File: config.mk
export PLATFORM = sky130hd
export DESIGN_NAME = writeback
export DESIGN_NICKNAME = d
export VERILOG_FILES = /design/src/rtl/writeback.sv
export SDC_FILE = /design/constraint.sdc
export NUM_CORES = 1
export LEC_CHECK = 0
export ABC_AREA = 1
export BUFFER_PORTS_ARGS = -buffer_cell sky130_fd_sc_hd__buf_2
export CORE_MARGIN = 2
export CORE_UTILIZATION = 52
export CTS_BUF_LIST = sky130_fd_sc_hd__clkbuf_8 sky130_fd_sc_hd__clkbuf_16
export DETAILED_ROUTE_END_ITERATION = 8
export PLACE_DENSITY_LB_ADDON = 0.12
export SETUP_SLACK_MARGIN = 0.2
export SYNTH_ARGS = -nofsm -noshare
export SYNTH_HDL_FRONTEND = slang
export SYNTH_SLANG_ARGS = --single-unit
File: constraint.sdc
create_clock -name clk -period 2.4 [get_ports clk]
set_input_delay 0.48 -clock clk [delete_from_list [all_inputs] [get_ports clk]]
set_output_delay 0.48 -clock clk [all_outputs]
set_load 0.005 [all_outputs]
File: src/rtl/writeback.sv
// Writeback stage: aligns load data, drives the registered register-file write
// port, and tracks in-flight destination registers so decode can stall on
// RAW/WAW hazards.
module writeback #(
   parameter int unsigned XLEN = 32,
   parameter int unsigned AW   = 5
) (
   input  logic                  clk,
   input  logic                  resetn,
   input  logic                  issue_valid,
   input  logic [AW-1:0]         issue_rs1,
   input  logic [AW-1:0]         issue_rs2,
   input  logic [AW-1:0]         issue_rd,
   output logic                  issue_stall,
   input  logic                  res_valid,
   input  logic [AW-1:0]         res_rd,
   input  logic [XLEN-1:0]       res_data,
   input  logic                  res_load,
   input  logic [2:0]            res_funct3,
   input  logic [1:0]            res_byte,
   output logic                  rd_en,
   output logic [AW-1:0]         rd_addr,
   output logic [XLEN-1:0]       rd_data,
   output logic [(1<<AW)-1:0]    busy
);

   localparam int unsigned NReg = 1 << AW;

   logic            rd_en_q;
   logic [AW-1:0]   rd_addr_q;
   logic [XLEN-1:0] rd_data_q;
   logic [NReg-1:0] busy_q, busy_d;
   logic [XLEN-1:0] aligned;
   logic [7:0]      byte_sel;
   logic [15:0]     half_sel;
   logic            issue_accept;

   // Select the addressed byte/halfword and extend it according to the load type.
   always_comb begin
      byte_sel = 8'h00;
      unique case (res_byte)
         2'd0: byte_sel = res_data[7:0];
         2'd1: byte_sel = res_data[15:8];
         2'd2: byte_sel = res_data[23:16];
         2'd3: byte_sel = res_data[31:24];
         default: byte_sel = res_data[7:0];
      endcase
      // Halfword selection ignores the low address bit.
      half_sel = res_byte[1] ? res_data[31:16] : res_data[15:0];
      aligned  = res_data;
      if (res_load) begin
         case (res_funct3)
            3'b000: aligned = {{(XLEN-8){byte_sel[7]}}, byte_sel};
            3'b100: aligned = {{(XLEN-8){1'b0}}, byte_sel};
            3'b001: aligned = {{(XLEN-16){half_sel[15]}}, half_sel};
            3'b101: aligned = {{(XLEN-16){1'b0}}, half_sel};
            default: aligned = res_data;
         endcase
      end
   end

   // Stall on any pending write to a source or the destination; no bypass.
   always_comb begin
      issue_stall  = issue_valid & (busy_q[issue_rs1] | busy_q[issue_rs2] | busy_q[issue_rd]);
      issue_accept = issue_valid & ~issue_stall & (issue_rd != '0);
   end

   // Scoreboard next state: clear on register-file write, then set on issue so set wins.
   always_comb begin
      busy_d = busy_q;
      if (rd_en_q) begin
         busy_d[rd_addr_q] = 1'b0;
      end
      if (issue_accept) begin
         busy_d[issue_rd] = 1'b1;
      end
      busy_d[0] = 1'b0;
   end

   // Write-port and scoreboard registers; reset drops any result captured this cycle.
   always_ff @(posedge clk) begin
      if (!resetn) begin
         rd_en_q   <= 1'b0;
         rd_addr_q <= '0;
         rd_data_q <= '0;
         busy_q    <= '0;
      end else begin
         busy_q <= busy_d;
         if (res_valid) begin
            rd_en_q   <= (res_rd != '0);
            rd_addr_q <= res_rd;
            rd_data_q <= aligned;
         end else begin
            rd_en_q <= 1'b0;
         end
      end
   end

   assign rd_en   = rd_en_q;
   assign rd_addr = rd_addr_q;
   assign rd_data = rd_data_q;
   assign busy    = busy_q;

endmodule

==> results of run 1 <==
==> cell usage after synthesis, types with 2 or more instances <==
master / count
nand2_1: 140
a21oi_1: 97
o21ai_0: 94
nand3_1: 77
inv_1: 70
dfxtp_1: 69
nor2_1: 52
nand4_1: 31
clkbuf_1: 19
buf_2: 9
buf_4: 7
nor3_1: 6
buf_6: 5
inv_2: 5
nand2_4: 2
nor2_4: 2
==> through the flow <==
stage	instance area, um2	worst slack [ns]	util	hold slack [ns]	power (mW)
floorplan	4310	0.246	-	0.462	1.57
global placement	5000	0.207	0.615	0.473	1.77
detailed placement	5000	0.191	0.615	0.487	1.78
CTS	5240	0.204	0.645	0.380	2.86
global route	5420	0.169	0.666	0.393	3.00
finish	5420	0.252	0.666	0.388	2.87
==> what timing repair did <==
action / CTS / global route
endpoints found under the setup margin: 1 / 1
cloned: 0 / 1
resized for setup: 12 / 78
pin swaps: 0 / 12
==> sequential cells by signal (all words and copies together), names as in the netlist <==
register  cells
rd_addr       5
busy         31
rd_en         1
rd_data      32
==> tightest hold or removal path, stage by stage <==
cell and delay [ns]:
buf_2 0.09, inv_1 0.06, a21oi_1 0.06
==> power by group through the flow <==
| stage | Combinational [mW] | Clock, mW | Sequential [mW] |
|---|---|---|---|
| detailed placement | 0.522 | 0 | 1.25 |
| floorplan | 0.319 | 0 | 1.25 |
| global route | 0.616 | 1.15 | 1.23 |
| finish | 0.557 | 1.09 | 1.23 |
| CTS | 0.525 | 1.10 | 1.23 |
| global placement | 0.515 | 0 | 1.25 |
==> cell type report <==
type	count	area, um2	area share
Multi-Input combinational cell	512	2480	0.458
Sequential cell	69	1420	0.262
Timing Repair Buffer	151	847	0.156
Inverter	76	313	0.0578
Clock buffer	10	138	0.0254
Tap cell	105	131	0.0243
Clock inverter	6	87.6	0.0162
==> metal layers <==
| layer | up-vias | track usage |
|---|---|---|
| met3 | 73 | 0.0680 |
| li1 | 2590 | - |
| met2 | 308 | 0.582 |
| met4 | 0 | 0.193 |
| met5 | - | 0 |
| met1 | 2492 | 0.425 |
==> worst max-delay path by stage <==
stage	cells after the start	start	endpoint	slack [ns]
5_1_grt	11	busy[16]	issue_stall	0.17
3_3_place_gp	12	issue_rs2[0]	issue_stall	0.21
4_1_cts	11	busy[25]	issue_stall	0.20
2_1_floorplan	13	issue_rs1[0]	issue_stall	0.25
6_report	11	busy[11]	issue_stall	0.25
3_5_place_dp	13	issue_rs2[0]	busy[13]	0.19
==> cell families (layout without fill, tap and decap cells) <==
logic type,Yosys count,in the layout,synth area share
AO/OA/AOI/OAI,199,199,0.236
buffers and inverters,117,243,0.122
other,1,1,0.000869
AND/OR/NAND/NOR,312,312,0.322
flip-flops,69,69,0.320
==> metrics.csv, run 1 <==
stage,metric,value,unit
status,outcome,"complete, no violations",
setup_path,r2r endpoint,busy[21],
clock_tree,Num CTS Buffers,9,
global_routing,first-pass GRT wire length,24400,um
power_and_ir_drop,Pint,2.01,mW
setup_path,CP endpoint kind,primary output,
place,dpl hpwl,11700,um
worst_hold_path,hold endpoint,rd_addr[1],
power_and_ir_drop,switch share,0.302,
floorplan,core outline area,0.00813,mm2
layout,Fillers,816,
drt,drt first-iter violations,505,
logic_synthesis,"Avg Cell Area, Syn",6.18,um2
logic_synthesis,syn nets,760,
setup_path,Worst Path Buf+Inv,2,
power_and_ir_drop,Pleak,2.54,nW
logic_synthesis,Yosys reg bits,69,
global_routing,vias in the first global route,4871,
sta,max_slew headroom,0.533,
run,max_cap viols,0,
setup_path,R2R cell count,12,
sta,# setup viols final,0,
floorplan,Die X,95.1,um
logic_synthesis,"EDFF count, synth",0,
place,placed cells,912,
floorplan,Die ar.,0.00904,mm2
layout,fraction of layout cells with a size suffix above 1,0.283,
logic_synthesis,ranking of synthesized cells by area,"dfxtp_1 32%, nand2_1 12%, a21oi_1 11%",
clock_tree,Post-CTS Setup Inserts,0,
logic_synthesis,top_reg_cell synth,dfxtp_1,
sta,Worst Clk Skew,0.0196,ns
logic_synthesis,"Seq/Total Area, Yosys",0.320,
logic_synthesis,asr flop ratio synth,0,
floorplan,Initial Util,0.530,
drt,DR vias/cell,5.88,
global_routing,initial antenna violation count,0,
clock_tree,Skew-Pair Late Insertion Delay,0.36,ns
setup_path,Crit Path Class,register to primary output,
logic_synthesis,Ys Warns,0,
place,buffers added on ports,131,
power_and_ir_drop,P_sw,870,uW
drt,drt total wl,15900,um
clock_tree,total clock sinks,69,
drt,TritonRoute pass-1 iters,6,
layout,Layout Cells excl Fill,929,
worst_hold_path,hold path depth,3,
worst_hold_path,Hold Crit Start,res_rd[1],
clock_tree,cts hold-fix bufs,0,
sta,unrepaired setup endpoints after global routing,yes,
sta,Worst-Margin Slew,0.700,ns
setup_path,CP max stage delay,0.40,ns
clock_tree,maximum clock insertion buffer count,2,
worst_hold_path,Hold Path Class,input port to register,
logic_synthesis,share of the synthesized area in the top cell type,0.320,
sta,crit share post-route,0.895,
power_and_ir_drop,Reg power frac,0.426,
drt,DR DRC count,0,
sta,final hold viol count,0,
sta,Final TNS setup,0,ns
power_and_ir_drop,Clock Power Share,0.380,
global_routing,Total GRT Usage,0.350,
drt,drt wl/cell,17.2,um
setup_path,CP max-delay cell,dfxtp_1,
power_and_ir_drop,worst ir drop on vdd,478,uV
clock_tree,CTS tree,yes,
sta,minimum clock period,2.15,ns
setup_path,reg2reg setup slack,0.57,ns
layout,"commonest cells after routing, fill and taps aside","136 x nand2_1, 125 x buf_2, 97 x a21oi_1",
drt,Top Layer Used,met4,
clock_tree,htree depth,3,
layout,fin nets,881,
setup_path,Critical Path AT,1.67,ns
drt,Met3 Wirelength,1480,um
drt,routed wl met2,7530,um
power_and_ir_drop,Combinational Power Share,0.194,
drt,antenna-violating nets left,0,
place,gpl congestion,1.01,
setup_path,Critical Path Start Type,register,
global_routing,Congestion Overflow GR,0,
sta,Fmax,466,MHz
layout,"most common cell after layout, fill and taps aside",nand2_1,
floorplan,die span in y,95.1,um
setup_path,"Cell Chain, Critical Path",inv_2 -> nand2_1 -> nand3_1 -> nand3_1 -> nand3_1 -> nand2_1 -> nand2_1 -> nand2_2 -> nor2_4 -> a21boi_1 -> buf_2,
layout,diode count,0,
logic_synthesis,Synth Cell Area,0.00431,mm2
drt,post-route met1 wirelength,5940,um
setup_path,crit-path max FO,3,
logic_synthesis,Yosys top cell by area,dfxtp_1,
power_and_ir_drop,power per cell area,531,mW/mm2
floorplan,row count,33,
setup_path,reg2reg start,busy[11],
logic_synthesis,Cell variety after synth,29,
global_routing,pin count of the biggest net entering global routing,53,
layout,Area Overhead vs Synth,25.6,%
setup_path,CP top delay family,simple AND/OR/NAND/NOR gates,
floorplan,IO Pins,133,
drt,DR vias,5463,
clock_tree,Clock Pin Slew Worst Setup and Hold Paths,0.09,ns
clock_tree,Root Buffer,clkbuf_8,
sta,Final Max Tran Viols,0,
setup_path,Required @ worst endpoint,1.92,ns
logic_synthesis,Synth Instances,698,
Power figures use the tool's default switching activity.
==> run 2: changes to the inputs <==
CTS_BUF_LIST = sky130_fd_sc_hd__clkbuf_16   (was sky130_fd_sc_hd__clkbuf_8 sky130_fd_sc_hd__clkbuf_16)
clock period = 2 ns   (was 2.4 ns; I/O delays follow)
==> run 2 against run 1 <==
- the flow now finishes with violations (setup timing)
- worst setup slack got worse by 0.29 ns
- final area increased by 8.1%
- clock power is 61% higher
- largest power group is now the clock network
- highest routed layer unchanged
==> metrics.csv, run 2 (synthesized netlist as in run 1, its figures left out) <==
stage,metric,value,unit
global_routing,vias in the first global route,5211,
sta,minimum clock period,2.04,ns
sta,Final TNS setup,-0.0421,ns
sta,# setup viols final,1,
setup_path,reg2reg setup slack,0.24,ns
status,outcome,finished with violations,
clock_tree,maximum clock insertion buffer count,2,
layout,Fillers,686,
layout,max reg flops,32,
floorplan,Initial Util,0.530,
place,gpl congestion,1.01,
setup_path,CP endpoint kind,primary output,
global_routing,initial antenna violation count,0,
drt,antenna-violating nets left,0,
drt,DR vias/cell,5.81,
status,failing checks,setup timing,
place,Placed Area,0.00524,mm2
power_and_ir_drop,worst ir drop on vdd,473,uV
sta,Fmax,490,MHz
clock_tree,Clock Pin Slew Worst Setup and Hold Paths,0.06,ns
floorplan,Die X,95.1,um
run,max_cap viols,0,
layout,fin area,0.00585,mm2
setup_path,Crit. Startpoint,busy[22],
layout,diode count,0,
clock_tree,Root Buffer,clkbuf_16,
sta,max_slew headroom,0.562,
layout,fin nets,921,
setup_path,crit-path max FO,3,
layout,Area Overhead vs Synth,35.7,%
floorplan,core outline area,0.00813,mm2
global_routing,first-pass GRT wire length,25100,um
floorplan,Die ar.,0.00904,mm2
sta,Worst-Margin Slew,0.657,ns
worst_hold_path,hold path depth,3,
clock_tree,Skew-Pair Late Insertion Delay,0.33,ns
sta,crit share post-route,1.02,
clock_tree,cts hold-fix bufs,0,
drt,TritonRoute pass-1 iters,6,
clock_tree,CTS tree,yes,
floorplan,die span in y,95.1,um
worst_hold_path,Hold Path Class,input port to register,
drt,DR DRC count,0,
place,buffers added on ports,131,
layout,"commonest cells after routing, fill and taps aside","135 x nand2_1, 128 x buf_2, 94 x o21ai_0",
sta,Worst Clk Skew,0.00919,ns
global_routing,Total GRT Usage,0.358,
setup_path,Crit Path Class,register to primary output,
power_and_ir_drop,Pleak,2.80,nW
worst_hold_path,Hold Crit Start,res_rd[1],
floorplan,IO Pins,133,
clock_tree,total clock sinks,69,
global_routing,Congestion Overflow GR,0,
sta,Final Max Tran Viols,0,
power_and_ir_drop,power per cell area,677,mW/mm2
setup_path,Required @ worst endpoint,1.60,ns
sta,final hold viol count,0,
setup_path,Critical Path Start Type,register,
drt,drt wl/cell,16.6,um
floorplan,row count,33,
clock_tree,Num CTS Buffers,9,
sta,unrepaired setup endpoints after global routing,yes,
place,dpl hpwl,11300,um
drt,DR vias,5626,
setup_path,R2R cell count,11,
global_routing,pin count of the biggest net entering global routing,53,
setup_path,Critical Path AT,1.64,ns
layout,fraction of layout cells with a size suffix above 1,0.323,
layout,"most common cell after layout, fill and taps aside",nand2_1,
drt,drt first-iter violations,588,
setup_path,reg2reg start,busy[22],
sta,final setup margin,-0.0421,ns
clock_tree,htree depth,3,
drt,drt total wl,16100,um
==> run 2: final timing paths <==
check,end
max,issue_stall
max reg2reg,busy[4]
min reg2reg,rd_data[15]
min,rd_addr[1]
==> run 2: power breakdown <==
| part | switching (mW) | internal (mW) |
|---|---|---|
| clock | 0.653 | 1.10 |
| sequential | 0.0386 | 1.43 |
| combinational | 0.447 | 0.299 |
| total | 1.14 | 2.83 |
==> run 2: per-stage QoR <==
stage / setup WS [ns] / cells / power (mW) / util / hold WS [ns]
floorplan: 0.177 / 698 / 1.90 / - / 0.462
global placement: -0.0533 / 935 / 2.17 / 0.644 / 0.459
detailed placement: -0.0688 / 935 / 2.18 / 0.644 / 0.457
CTS: -0.0129 / 966 / 3.92 / 0.706 / 0.323
global route: -0.107 / 969 / 4.11 / 0.720 / 0.343
finish: -0.0421 / 969 / 3.96 / 0.720 / 0.334
==> run 2: area by class of cell <==
cell class	instances	area [um2]	area share
clock buffer	9	225	0.0385
clock inverter	7	97.6	0.0167
inverter	76	304	0.0519
multi-input combinational	513	2480	0.425
sequential	69	1420	0.243
tap	105	131	0.0224
timing repair buffer	190	1190	0.203
==> run 2: critical path, stage by stage (launching register included) <==
cell and delay [ns]:
dfxtp_4 0.36, buf_4 0.15, a21oi_2 0.15, nand2_1 0.08, nand2_1 0.09, nand2_1 0.07
inv_2 0.05, nand2_2 0.06, nor2_4 0.12, a21boi_2 0.06, buf_2 0.12
==> run 2: what timing repair did <==
item                       in CTS  in global routing
resized for setup              55                 25
cloned                          1                  1
setup buffers                  14                  2
setup endpoints to repair       1                 27
pin swaps                      10                 12
==> run 2: routing by layer <==
layer	vias to the layer above	share of wire	GRT usage
met5	-	0	0
met2	372	0.46	0.593
met1	2487	0.38	0.436
li1	2676	-	-
met3	91	0.095	0.0648
met4	0	0.069	0.205
